==> config.mk <==
export PLATFORM = sky130hd
export DESIGN_NAME = koa_mult_scheduler
export DESIGN_NICKNAME = d
export VERILOG_FILES = /design/src/rtl/koa_mult_scheduler.sv
export SDC_FILE = /design/constraint.sdc
export NUM_CORES = 1
export LEC_CHECK = 0
export ABC_AREA = 0
export BUFFER_PORTS_ARGS = -buffer_cell sky130_fd_sc_hd__buf_2
export CAP_MARGIN = 30
export CORE_AREA = 2 2 103 105
export CTS_CLUSTER_SIZE = 40
export DETAILED_ROUTE_END_ITERATION = 10
export DIE_AREA = 0 0 105 107
export GPL_TIMING_DRIVEN = 1
export PLACE_DENSITY = 0.71
export SKIP_LAST_GASP = 1
export SLEW_MARGIN = 20
export SYNTH_ARGS = -nofsm -noshare
export SYNTH_HDL_FRONTEND = slang
export SYNTH_SLANG_ARGS = --single-unit
==> constraint.sdc <==
create_clock -name clk -period 2.3 [get_ports clk]
set_input_delay 0.115 -clock clk [delete_from_list [all_inputs] [get_ports clk]]
set_output_delay 0.115 -clock clk [all_outputs]
set_load 0.05 [all_outputs]
==> src/rtl/koa_mult_scheduler.sv <==
// Round-robin two-requester front end for a shared combinational KOA multiplier.
// Define KOA_SCHED_PERFCNT_EN to build the completed-operation counter on perf_cnt_o.
module koa_mult_scheduler #(
    parameter int SW  = 24,
    parameter int LAT = 2
) (
    input  logic            clk,
    input  logic            rst,
    input  logic            req0_valid_i,
    output logic            req0_ready_o,
    input  logic [SW-1:0]   req0_a_i,
    input  logic [SW-1:0]   req0_b_i,
    input  logic            req1_valid_i,
    output logic            req1_ready_o,
    input  logic [SW-1:0]   req1_a_i,
    input  logic [SW-1:0]   req1_b_i,
    output logic [SW-1:0]   mul_a_o,
    output logic [SW-1:0]   mul_b_o,
    output logic            mul_load_o,
    input  logic [2*SW-1:0] mul_result_i,
    output logic            res_valid_o,
    input  logic            res_ready_i,
    output logic            res_id_o,
    output logic [2*SW-1:0] res_data_o,
    output logic            busy_o,
    output logic [15:0]     perf_cnt_o
);

    localparam int CW = 4;

    typedef enum logic [1:0] {IDLE, CALC, LOAD, DONE} state_t;

    state_t        state_q, state_d;
    logic [SW-1:0] a_q, a_d;
    logic [SW-1:0] b_q, b_d;
    logic          id_q, id_d;
    logic          last_q, last_d;
    logic [CW-1:0] cnt_q, cnt_d;
    logic          any_vld;
    logic          gnt_id;
    logic          accept;

    // On a tie the requester not granted last wins; a lone requester always wins.
    always_comb begin
        any_vld = req0_valid_i | req1_valid_i;
        if (req0_valid_i && req1_valid_i)
            gnt_id = ~last_q;
        else
            gnt_id = req1_valid_i;
        accept = (state_q == IDLE) && any_vld && !rst;
    end

    always_ff @(posedge clk) begin
        if (rst)
            state_q <= IDLE;
        else
            state_q <= state_d;
    end

    always_comb begin
        state_d = state_q;
        case (state_q)
            IDLE:    if (any_vld) state_d = CALC;
            CALC:    if (cnt_q == CW'(1)) state_d = LOAD;
            LOAD:    state_d = DONE;
            DONE:    if (res_ready_i) state_d = IDLE;
            default: state_d = IDLE;
        endcase
    end

    always_comb begin
        req0_ready_o = 1'b0;
        req1_ready_o = 1'b0;
        mul_load_o   = 1'b0;
        res_valid_o  = 1'b0;
        busy_o       = 1'b1;
        case (state_q)
            IDLE: begin
                busy_o       = 1'b0;
                req0_ready_o = accept && !gnt_id;
                req1_ready_o = accept && gnt_id;
            end
            LOAD:    mul_load_o  = 1'b1;
            DONE:    res_valid_o = 1'b1;
            default: ;
        endcase
    end

    // Operands and owner id stay frozen from acceptance until the next acceptance.
    always_comb begin
        a_d    = a_q;
        b_d    = b_q;
        id_d   = id_q;
        last_d = last_q;
        cnt_d  = cnt_q;
        if (accept) begin
            a_d    = gnt_id ? req1_a_i : req0_a_i;
            b_d    = gnt_id ? req1_b_i : req0_b_i;
            id_d   = gnt_id;
            last_d = gnt_id;
            cnt_d  = CW'(LAT);
        end else if (state_q == CALC) begin
            cnt_d  = cnt_q - CW'(1);
        end
    end

    always_ff @(posedge clk) begin
        if (rst) begin
            a_q    <= '0;
            b_q    <= '0;
            id_q   <= 1'b0;
            last_q <= 1'b1;
            cnt_q  <= '0;
        end else begin
            a_q    <= a_d;
            b_q    <= b_d;
            id_q   <= id_d;
            last_q <= last_d;
            cnt_q  <= cnt_d;
        end
    end

    assign mul_a_o    = a_q;
    assign mul_b_o    = b_q;
    assign res_id_o   = id_q;
    assign res_data_o = mul_result_i;

`ifdef KOA_SCHED_PERFCNT_EN
    logic [15:0] perf_q, perf_d;
    logic        res_hs;

    always_comb begin
        res_hs = res_valid_o && res_ready_i;
        perf_d = res_hs ? perf_q + 16'd1 : perf_q;
    end

    always_ff @(posedge clk) begin
        if (rst)
            perf_q <= '0;
        else
            perf_q <= perf_d;
    end

    assign perf_cnt_o = perf_q;
`else
    assign perf_cnt_o = 16'd0;
`endif

    a_one_ready: assert property (@(posedge clk) !(req0_ready_o && req1_ready_o));
    a_load_pulse: assert property (@(posedge clk) disable iff (rst) mul_load_o |=> !mul_load_o);

endmodule

==> impl_metrics.toml <==
[yosys]
yosysSeqAreaShare_pct = 37.82
synth_area_leaders = "dfxtp_1, buf_4, a221o_1"
syn-instance-count = 320
ys_seq_elements = 56
synth_area_per_cell_um2 = 9.263
synth_top_area_cell = "dfxtp_1"
syn-cell-area_um2 = 2964
netlist-cell-type-count = 31
yosys_warnings = 0
yosysTopAreaCellShare_pct = 37.82

[worst_setup_path]
arrival_ns = 1.92
crit_fanout = 16
required_ns = 2.18
startpoint_type = "flip-flop"
worstSetupEndpointType = "output pin"
worst-setup-path-type = "reg2out"

[timing]
fin_skew_ns = 0.01071
setup_viol = 0
rsz0062_at_grt = "false"
tightestPinTransition_ns = 0.6250
finalCritPeriodShare_pct = 88.41
relSlewSlack_pct = 58.34
hold_violations = 0
drv_slew = 0
tns_ns = 0
fmax_ghz = 0.4918
min_period_ns = 2.033

[drt]
wl_per_cell_um = 13.61
routed_wl_mm = 7.583
routed_via_density = 4.616
firstDrtPassIters = 4
ant_nets = 0
vias = 2571
drt_iter0_drc = 127
drc_errors = 0

[finish]
design_area_um2 = 3535
layout_common_cells = "buf_2, dfxtp_1, inv_1"
mostFrequentLayoutCell = "buf_2"
drive_gt1_share_pct = 41.43
area_growth_pct = 19.25
nets = 574

[pwr]
seq_power_share_pct = 33.2
ir_drop_uv = 400.0
switchingPower_mw = 2.199
clockPowerShare_pct = 12.8
p_total_mw = 4.336
switching_share_pct = 50.72
cellPowerDensity_nw_per_um2 = 1227
pwr-share-comb_pct = 54.0
p_leak_nw = 1.895
p_int_mw = 2.137

[floorplan]
start_util_pct = 29.37
num_rows = 37
coreArea_um2 = 10090
ios = 267
die_area_um2 = 11240
die_h_um = 107
dieWidth_um = 105

[grt]
grtUsageTotal_pct = 12.85
grt_pass1_vias = 2446
gr-total-overflow = 0
grt_max_degree = 27
antenna_found_initial = 1
grt_pass1_wl_mm = 11.72

[cts]
cts-root-buf = "clkbuf_8"
numCtsBuffers = 5
postCtsHoldBufs = 0
ctsResizeCount = 0
clock-sinks = 56
cts_tree = "done"
clk_pin_slew_worst_paths_ns = 0.11
insertion_delay_ns = 0.31
cts_setup_buffers = 0
h-tree-depth = 2
cts_buffer_depth = 2

[placement]
gp_congestion = 0.7485
port_buffers = 154
place_area_um2 = 3442
hpwl_mm = 5.814

[worst_hold_path]
hold_path_class = "in2reg"

[job]
drv_cap = 0

[status]
status = "finished clean"
## state kept, by name, summed over array words and instances (netlist names)
signal,count
cnt_q,4
res_id_o,1
mul_a_o,24
last_q,1
mul_b_o,24
state_q,2
## power groups by stage
stage | registers (mW) | logic (mW) | clock network [mW]
2_1_floorplan | 2.31 | 1.18 | 0
3_3_place_gp | 1.45 | 2.33 | 0
3_5_place_dp | 1.46 | 2.36 | 0
4_1_cts | 1.44 | 2.37 | 0.586
5_1_grt | 1.48 | 2.49 | 0.631
6_report | 1.44 | 2.34 | 0.553
## metal layers
layer | routed length (µm) | vias to the layer above | GRT usage, % | part of all wire (%)
met1 | 2952 | 1201 | 14.16 | 39
met5 | 0 | - | 0 | 0
met3 | 585 | 22 | 3.587 | 7.7
li1 | - | 1222 | - | -
met4 | 160 | 0 | 5.048 | 2.1
met2 | 3884 | 126 | 23.33 | 51
## cell type report
cell class	count	area, µm²
Clock inverter	3	21.27
Timing Repair Buffer	161	848.3
Multi-Input combinational cell	147	1110
Inverter	48	192.7
Antenna cell	1	2.502
Fill cell	1068	6558
Tap cell	136	170.2
Sequential cell	56	1121
Clock buffer	5	68.82
## synth_stat cells
cell / n
a211oi_4: 1
a21bo_2: 1
a21o_1: 1
a21oi_1: 1
a21oi_2: 1
a221o_1: 40
a222oi_1: 1
and2_1: 3
buf_2: 11
buf_4: 64
buf_6: 5
clkbuf_1: 4
conb_1: 1
dfxtp_1: 56
ha_1: 6
inv_1: 47
inv_12: 1
mux2i_1: 10
nand2_1: 2
nand2b_1: 5
nor2_1: 2
nor3_1: 40
nor4b_1: 1
o21ai_0: 1
o21ai_1: 1
o21bai_1: 1
o2bb2ai_1: 8
or2_1: 1
or3b_1: 1
xnor2_1: 1
xor2_1: 2
## worst max-delay path, cell delays in order (launching register included)
cell	delay, ns
dfxtp_1	0.36
inv_1	0.10
ha_1	0.30
nand2b_2	0.13
a211oi_4	0.18
buf_4	0.25
buf_2	0.29
## path summary, 6_finish.rpt
path,from,endpoint,slack [ns],cells past startpoint
worst max register to register,state_q[0],mul_b_o[11],0.58,6
worst max-delay path,state_q[1],req0_ready_o,0.27,6
worst min-delay path,req0_b_i[8],mul_b_o[8],0.02,2
worst min register to register,mul_b_o[5],mul_b_o[5],0.47,1
## stage by stage
stage	std cells	util (%)	hold WS (ns)	setup WS [ns]
final	557	35.02	0.02455	0.2666
after detailed placement	548	34.11	0.2303	0.5483
after global routing	557	35.02	0.005901	0.1053
after floorplan	335	-	0.2115	0.4235
after global placement	548	34.11	0.2303	0.6334
after CTS	556	35.00	0.01190	0.2473
## kinds of logic after synthesis
kind of cell	Yosys count	synth area share, %
buffers and inverters	132	26.97
XOR/XNOR	3	0.8866
multiplexers	10	3.377
flip-flops	56	37.82
adder cells (fa/ha/maj)	6	2.533
other	1	0.1265
AND/OR/NAND/NOR	55	9.751
AO/OA/AOI/OAI	57	18.53
Note: power is estimated with default switching activity, not from simulation.
